File: src/rtl/rot_stream_buf.sv
// Purpose: valid/ready buffered front-end for a circular rotate datapath (DEPTH-entry FIFO + registered result).
// Latency: 2 edges from acceptance into an empty buffer to out_valid; 1 result/cycle sustained.
// Backpressure: in_ready drops only when the FIFO holds DEPTH entries; a stalled output holds its result and stops popping.
// Optional feature: define ROT_DIR_EN to add per-request rotate direction (in_dir/out_dir, 0=left, 1=right).
module rot_stream_buf #(
    parameter int DW    = 8,
    parameter int SW    = 3,
    parameter int DEPTH = 4
) (
    input  logic                       clk,
    input  logic                       rst_n,
    input  logic                       in_valid,
    output logic                       in_ready,
    input  logic [DW-1:0]              in_data,
    input  logic [SW-1:0]              in_amt,
`ifdef ROT_DIR_EN
    input  logic                       in_dir,
`endif
    output logic                       out_valid,
    input  logic                       out_ready,
    output logic [DW-1:0]              out_data,
    output logic [SW-1:0]              out_amt,
`ifdef ROT_DIR_EN
    output logic                       out_dir,
`endif
    output logic [$clog2(DEPTH):0]     level
);

    localparam int AW = $clog2(DEPTH);
    localparam int LW = AW + 1;

    // One buffered request; the direction bit only exists when the feature is built in.
    typedef struct packed {
        logic [DW-1:0] data;
        logic [SW-1:0] amt;
`ifdef ROT_DIR_EN
        logic          dir;
`endif
    } entry_t;

    entry_t          mem [DEPTH];
    logic [AW-1:0]   wr_ptr;
    logic [AW-1:0]   rd_ptr;

    entry_t          wr_entry;
    entry_t          head;
    logic            fifo_full;
    logic            fifo_empty;
    logic            push;
    logic            load;
    logic [SW-1:0]   head_eff_amt;
    logic            head_right;
    logic [DW-1:0]   head_rot;

    // Reduce a rotate amount into 0..DW-1; DW need not be a power of two.
    function automatic logic [SW-1:0] mod_dw(input logic [SW-1:0] a);
        int v;
        v = int'(a) % DW;
        return SW'(v);
    endfunction

    // Circular rotate of x by k (< DW) via a doubled word, so any DW works.
    function automatic logic [DW-1:0] rotate(input logic [DW-1:0] x,
                                              input logic [SW-1:0] k,
                                              input logic          right);
        logic [2*DW-1:0] dd;
        logic [DW-1:0]   y;
        dd = {x, x};
        if (right) begin
            dd = dd >> k;
            y  = dd[DW-1:0];
        end else begin
            dd = dd << k;
            y  = dd[2*DW-1:DW];
        end
        return y;
    endfunction

    // Occupancy-derived flags; no write-through when full, even if a pop coincides.
    assign fifo_full  = (level == LW'(DEPTH));
    assign fifo_empty = (level == '0);
    assign in_ready   = !fifo_full;
    assign push       = in_valid && in_ready;
    assign load       = !fifo_empty && (!out_valid || out_ready);

    // Pack the incoming request for storage.
    always_comb begin
        wr_entry      = '0;
        wr_entry.data = in_data;
        wr_entry.amt  = in_amt;
`ifdef ROT_DIR_EN
        wr_entry.dir  = in_dir;
`endif
    end

    // Compute the result for the FIFO head so the output register can load it directly.
    always_comb begin
        head         = mem[rd_ptr];
        head_eff_amt = mod_dw(head.amt);
`ifdef ROT_DIR_EN
        head_right   = head.dir;
`else
        head_right   = 1'b0;
`endif
        head_rot     = rotate(head.data, head_eff_amt, head_right);
    end

    // FIFO storage: write the accepted request at the write pointer.
    always_ff @(posedge clk or negedge rst_n) begin
        if (!rst_n) begin
            for (int i = 0; i < DEPTH; i++) begin
                mem[i] <= '0;
            end
        end else if (push) begin
            mem[wr_ptr] <= wr_entry;
        end
    end

    // Pointers wrap naturally; level tracks push/pop and is unchanged when both happen.
    always_ff @(posedge clk or negedge rst_n) begin
        if (!rst_n) begin
            wr_ptr <= '0;
            rd_ptr <= '0;
            level  <= '0;
        end else begin
            if (push) begin
                wr_ptr <= wr_ptr + AW'(1);
            end
            if (load) begin
                rd_ptr <= rd_ptr + AW'(1);
            end
            case ({push, load})
                2'b10:   level <= level + LW'(1);
                2'b01:   level <= level - LW'(1);
                default: level <= level;
            endcase
        end
    end

    // Output register: load from the head when free or being consumed, otherwise hold or drain.
    always_ff @(posedge clk or negedge rst_n) begin
        if (!rst_n) begin
            out_valid <= 1'b0;
            out_data  <= '0;
            out_amt   <= '0;
`ifdef ROT_DIR_EN
            out_dir   <= 1'b0;
`endif
        end else if (load) begin
            out_valid <= 1'b1;
            out_data  <= head_rot;
            out_amt   <= head_eff_amt;
`ifdef ROT_DIR_EN
            out_dir   <= head_right;
`endif
        end else if (out_valid && out_ready) begin
            // Consumed with nothing behind it: data stays, only valid falls.
            out_valid <= 1'b0;
        end
    end

endmodule
File: config.mk
export PLATFORM = sky130hd
export DESIGN_NAME = rot_stream_buf
export DESIGN_NICKNAME = d
export VERILOG_FILES = /design/src/rtl/rot_stream_buf.sv
export SDC_FILE = /design/constraint.sdc
export NUM_CORES = 1
export LEC_CHECK = 0
export CORE_ASPECT_RATIO = 1.2
export CORE_MARGIN = 2
export CORE_UTILIZATION = 45
export DETAILED_ROUTE_END_ITERATION = 12
export PLACE_DENSITY = 0.77
export SLEW_MARGIN = 40
export SYNTH_ARGS = -nofsm -noshare
export SYNTH_HDL_FRONTEND = slang
export SYNTH_SLANG_ARGS = --single-unit
File: constraint.sdc
create_clock -name clk -period 3.3 [get_ports clk]
set_clock_uncertainty 0.2 [all_clocks]
set_input_delay 0.825 -clock clk [delete_from_list [all_inputs] [get_ports clk]]
set_output_delay 0.825 -clock clk [all_outputs]
set_load 0.005 [all_outputs]
==> qor.yml, run 1 <==
numCtsBuffers: 9
core_um2: 6446
drive_above_1_share: 0.3320
crit_required_ns: 3.33
slowest_stage: "clkdlybuf4s50_1"
grt_pass1_vias: 1867
reg2reg_slack_ns: 1.01
muxShareOfSynthArea: 0.2929
rr_startpoint: "rd_ptr[0]"
critPathMaxFanout: 6
layout_worst_path_cycle_share: 0.7755
fin_crit_ns: 2.559
final_antenna_net_count: 0
dieHeight_um: 93.43
hold_buffers: 0
worstRegToRegCells: 5
tns_ns: 0
yosys.area_share.xor_xnor: 0.01752
hp-class: "input pin to async pin"
synthCells: 217
die-area_um2: 7337
grt_util_met3: 0.05212
hold_slack_ns: 0.2776
syn_area_um2: 2999
drtIter0Drc: 83
synth.avg_cell_area_um2: 13.82
cts_setup_buffers: 0
synth_cell_types: 23
cts_tree: "yes"
crit_type: "input pin to flop"
drc: 0
viasPerCell: 5.413
fillCellCount: 543
grt.overflow.total: 0
htreeDepth: 3
ir_worst_vdd_mv: 0.4299
ys.flop_type: "dfrtp_1"
end_kind: "flop"
antenna_found_initial: 0
critPathTopFamily: "buffers and inverters"
slew_violations: 0
r2r-end: "out_data[6]"
hold_viol_final: 0
drt-total-wl_mm: 5.304
rsz0062_at_grt: "false"
fin_nets: 272
worstSetupStartpointType: "input pin"
initial_core_util: 0.4653
synth_fa_ha_area_frac: 0.02753
grt_use_met2: 0.2607
port_buffers: 30
dr.pass1.iters: 4
synthSimpleGateAreaFrac: 0.04422
crit_top_cell: "inv_1"
critical-path-max-stage-delay_ns: 0.46
power.leakage_uw: 0.001536
cts_root_buf: "clkbuf_8"
clkSinkCount: 63
syn_nets: 238
crit_end: "level[1]"
ys_top_cells_by_count: "dfrtp_1, mux2_2, nand2_1"
cts_buffer_depth: 2
setup_violations: 0
slew_headroom: 0.6080
dr_total_vias: 1846
crit_buf_inv: 3
pin_count: 31
diodes: 0
yosysSeqAreaShare: 0.5257
grt_pass1_wl_mm: 8.970
power_uw: 4221
synth.largest_area_cell: "dfrtp_1"
place_congestion: 0.8885
grt.busiest_layer: "met2"
rows: 32
power_density_nw_per_um2: 1184
crit_path_start: "out_ready"
synth_edf_count: 0
path_depth: 7
synth-seq-cells: 63
synth-compound-area-share: 0.06133
synthDominantCellAreaShare: 0.5257
gr-usage-met1: 0.1912
status: "finished clean"
synth_top_family_by_area: "multiplexers"
synth.area.top_cells: "dfrtp_1, mux2_2, mux4_2, mux2_4, nand2_1"
grt_start_max_net_pins: 49
ys.warnings.count: 0
wire_per_inst_um: 15.55
cts_resized: 0
cap_violations: 0
fmax_mhz: 390.8
path_cells: "clkdlybuf4s50_1 > inv_1 > a21o_1 > inv_1 > ha_1 > fa_1 > mux2_2"
cts.clk_slew.worst_paths_ns: 0.07
grt_use_total: 0.1646
syn_to_final_growth_pct: 18.90
tightest_slew_ns: 0.5881
die_w_um: 78.53
clkLatencyLatePin_ns: 0.34
synthArstFlopShare: 1.000
arrival_ns: 2.59
dp_hpwl_mm: 3.676
yosysMostFrequentCell: "dfrtp_1"
metal layers:
layer,wire (um),up-vias
met1,2264,936
met5,0,-
met2,2619,44
li1,-,852
met4,188,0
met3,232,14
stage by stage:
step	area [um^2]	utilization	worst slack, ns	instances
5_1_grt	3566	0.5532	0.6622	341
2_1_floorplan	2999	-	0.8865	217
4_1_cts	3566	0.5532	0.7367	341
6_report	3566	0.5532	0.7410	341
3_5_place_dp	3371	0.5229	0.3863	325
3_3_place_gp	3368	0.5225	0.4405	325
where the power goes:
part | internal, uW | switching, uW | leakage (uW)
registers | 1180 | 235 | 0.000749
clock network | 354 | 289 | 0.0000987
logic | 1230 | 940 | 0.000689
total | 2760 | 1460 | 0.00154
kinds of logic (layout without fill, tap and decap cells):
family                     after synthesis  count (layout)
muxes                                   64              64
adders and majority gates                6               6
buffers and inverters                   18              57
xor gates and xnor gates                 6               6
DFF                                     63              63
AOI/OAI and AO/OA                       27              27
and+or+nand+nor                         33              33
state kept, by name (all words and copies together) (netlist names):
name / flops
out_data: 8
level: 3
wr_ptr: 2
rd_ptr: 2
mem: 44
out_amt: 3
out_valid: 1
final cells by class:
class                   count  area, um^2  area share
multi-input cells         136        1330      0.3730
clock inverters             2       12.51    0.003509
well taps                  85       106.4     0.02982
clock buffers              14       182.7     0.05123
inverters                   6       22.52    0.006316
flip-flops and latches     63        1577      0.4421
repair buffers             35       335.3     0.09404
worst min-delay path by stage:
stage,cells after the start,endpoint,start
after floorplan,2,out_amt[2],out_amt[2]
after global placement,2,out_amt[1],out_amt[1]
after detailed placement,2,out_amt[1],out_amt[1]
after CTS,2,out_amt[1],out_amt[1]
after global routing,2,out_data[2],out_data[2]
final,1,mem[23],rst_n
cell usage in the layout, fill, tap and decap left out:
cell type	count
or2_0	1
mux2_2	45
xnor2_1	5
buf_4	6
clkbuf_1	1
dfrtp_1	63
xor2_1	1
mux4_1	1
inv_1	6
a21boi_2	1
a21o_1	1
nand2b_1	2
clkdlybuf4s50_1	29
nor3_1	1
clkinvlp_4	1
nand2_1	27
nor2_1	2
o21ai_0	1
mux4_2	10
fa_1	1
mux2_4	8
clkinv_2	1
o31ai_1	8
ha_1	5
o22ai_1	16
clkbuf_8	13
Note: power is estimated with default switching activity, not from simulation.
==> inputs of run 2 (changes only) <==
==> constraint.sdc (replaced) <==
create_clock -name clk -period 2.4 [get_ports clk]
set_clock_uncertainty 0.2 [all_clocks]
set_input_delay 0.6 -clock clk [delete_from_list [all_inputs] [get_ports clk]]
set_output_delay 0.6 -clock clk [all_outputs]
set_load 0.005 [all_outputs]
==> run 2 against run 1 <==
Net effect: critical path depth shrank 3; clock power grew 52%; cell area grew 3.9%; total power grew 43%; first-iteration DRC count grew 48%; flip-flop and latch count is the same; register-to-register slack lost 0.80 ns; non-clock buffer count grew 7; largest cell class unchanged; count of clock-buffer cells in the layout shrank 4.
==> qor.yml, run 2 (synthesis gave the netlist of run 1 again) <==
status: "finished clean"
multi_input_area_um2: 1338
power.leakage_uw: 0.001601
seq_area_um2: 1577
tns_ns: 0
hold_buffers: 0
fin_crit_ns: 2.290
final_cell_mix: "dfrtp_1, mux2_2, clkdlybuf4s50_1"
wire_per_inst_um: 14.74
largest_reg_flops: 44
initial_core_util: 0.4653
die_w_um: 78.53
place_congestion: 0.8758
power_uw: 6027
grt.overflow.total: 0
dieHeight_um: 93.43
tightest_slew_ns: 0.4428
cts.clk_slew.worst_paths_ns: 0.07
drc: 0
cap_violations: 0
critPathMaxFanout: 4
end_kind: "primary output"
grt_pass1_vias: 1879
drtIter0Drc: 123
diodes: 0
dp.cells: 332
drt-total-wl_mm: 5.129
grt_use_total: 0.1605
hp-class: "input pin to async pin"
cts_buffer_depth: 2
setup_violations: 0
cts_resized: 0
dr_total_vias: 1832
regMostFlops: "mem"
reg_top3: "mem x44, out_data x8"
clkSinkCount: 63
dr.pass1.iters: 4
viasPerCell: 5.264
grt_start_max_net_pins: 64
power_density_nw_per_um2: 1627
cts_setup_buffers: 0
crit_type: "flop to primary output"
final_common_cell: "dfrtp_1"
pin_count: 31
numCtsBuffers: 9
fillCellCount: 525
syn_to_final_growth_pct: 23.49
core_um2: 6446
layout_worst_path_cycle_share: 0.9542
drive_above_1_share: 0.3536
final_antenna_net_count: 0
hold_viol_final: 0
fmax_mhz: 436.6
dp_hpwl_mm: 3.579
htreeDepth: 3
grt_pass1_wl_mm: 8.887
post_dp_cell_area_um2: 3483
slew_violations: 0
rsz0062_at_grt: "false"
cts_root_buf: "clkbuf_8"
antenna_found_initial: 0
port_buffers: 30
arrival_ns: 1.49
clkLatencyLatePin_ns: 0.33
slew_headroom: 0.7048
crit_required_ns: 1.60
final_cells: 348
final_area_um2: 3704
worstSetupStartpointType: "flop"
fin_nets: 279
cts_tree: "yes"
rows: 32
ir_worst_vdd_mv: 0.5600
worstRegToRegCells: 5
die-area_um2: 7337
==> run 2: cell count changes in the layout (fill, tap and decap cells not counted), sizes merged <==
cell | before | now
clkinv | 1 | 2
buf | 6 | 13
clkinvlp | 1 | 2
bufinv | 0 | 2
clkbuf | 14 | 10
==> run 2: where the power goes <==
part           internal [uW]  total [uW]  switching [uW]  leakage, uW
registers               1620        1910             293     0.000749
clock network            581         975             395     0.000102
logic                   1800        3140            1340     0.000750
==> run 2: critical path: stages (launching register included) <==
cell	delay [ns]
dfrtp_1	0.38
buf_4	0.16
nor2_4	0.11
nand2_1	0.06
clkdlybuf4s50_1	0.44
==> run 2: through the flow <==
stage | hold WS [ns] | worst slack, ns | utilization
3_3_place_gp | 0.2606 | -0.1133 | 0.5404
5_1_grt | 0.08677 | 0.02381 | 0.5745
6_report | 0.06737 | 0.1098 | 0.5745
4_1_cts | 0.06422 | 0.02107 | 0.5734
3_5_place_dp | 0.2650 | -0.1325 | 0.5404
2_1_floorplan | 0.1044 | 0.2115 | -
==> run 2: final cells by class <==
cell class,instances,share of cell area
clock buffers,10,0.03446
clock inverters,6,0.02297
inverters,6,0.006081
multi-input cells,136,0.3611
flip-flops and latches,63,0.4257
well taps,85,0.02872
repair buffers,42,0.1209
==> run 2: path summary, 6_finish.rpt <==
kind / slack, ns / endpoint / startpoint
min: 0.07 / mem[12] / rst_n
max in group asynchronous: 1.66 / mem[19] / rst_n
min in group clk: 0.27 / out_data[2] / out_data[2]
max reg2reg: 0.21 / out_data[4] / rd_ptr[0]
max: 0.11 / in_ready / level[0]
min reg2reg: 0.27 / out_data[2] / out_data[2]
==> run 2: metal layers <==
layer,track usage,wire [um],part of all wire,up-vias
met3,0.03668,170,0.033,4
met4,0.09211,94,0.018,0
met5,0,0,0,-
met1,0.1928,2217,0.43,914
met2,0.2642,2647,0.52,40
li1,-,-,-,874
==> inputs of run 3 (changes only) <==
--- a/config.mk
+++ b/config.mk
@@ -5,6 +5,8 @@
 export SDC_FILE = /design/constraint.sdc
 export NUM_CORES = 1
 export LEC_CHECK = 0
+export ABC_CLOCK_PERIOD_IN_PS = 2400
+export CAP_MARGIN = 20
 export CORE_ASPECT_RATIO = 1.2
 export CORE_MARGIN = 2
 export CORE_UTILIZATION = 45
==> results of run 3 <==
Same layout as run 2: the final DEF is identical, and so are final timing and power.
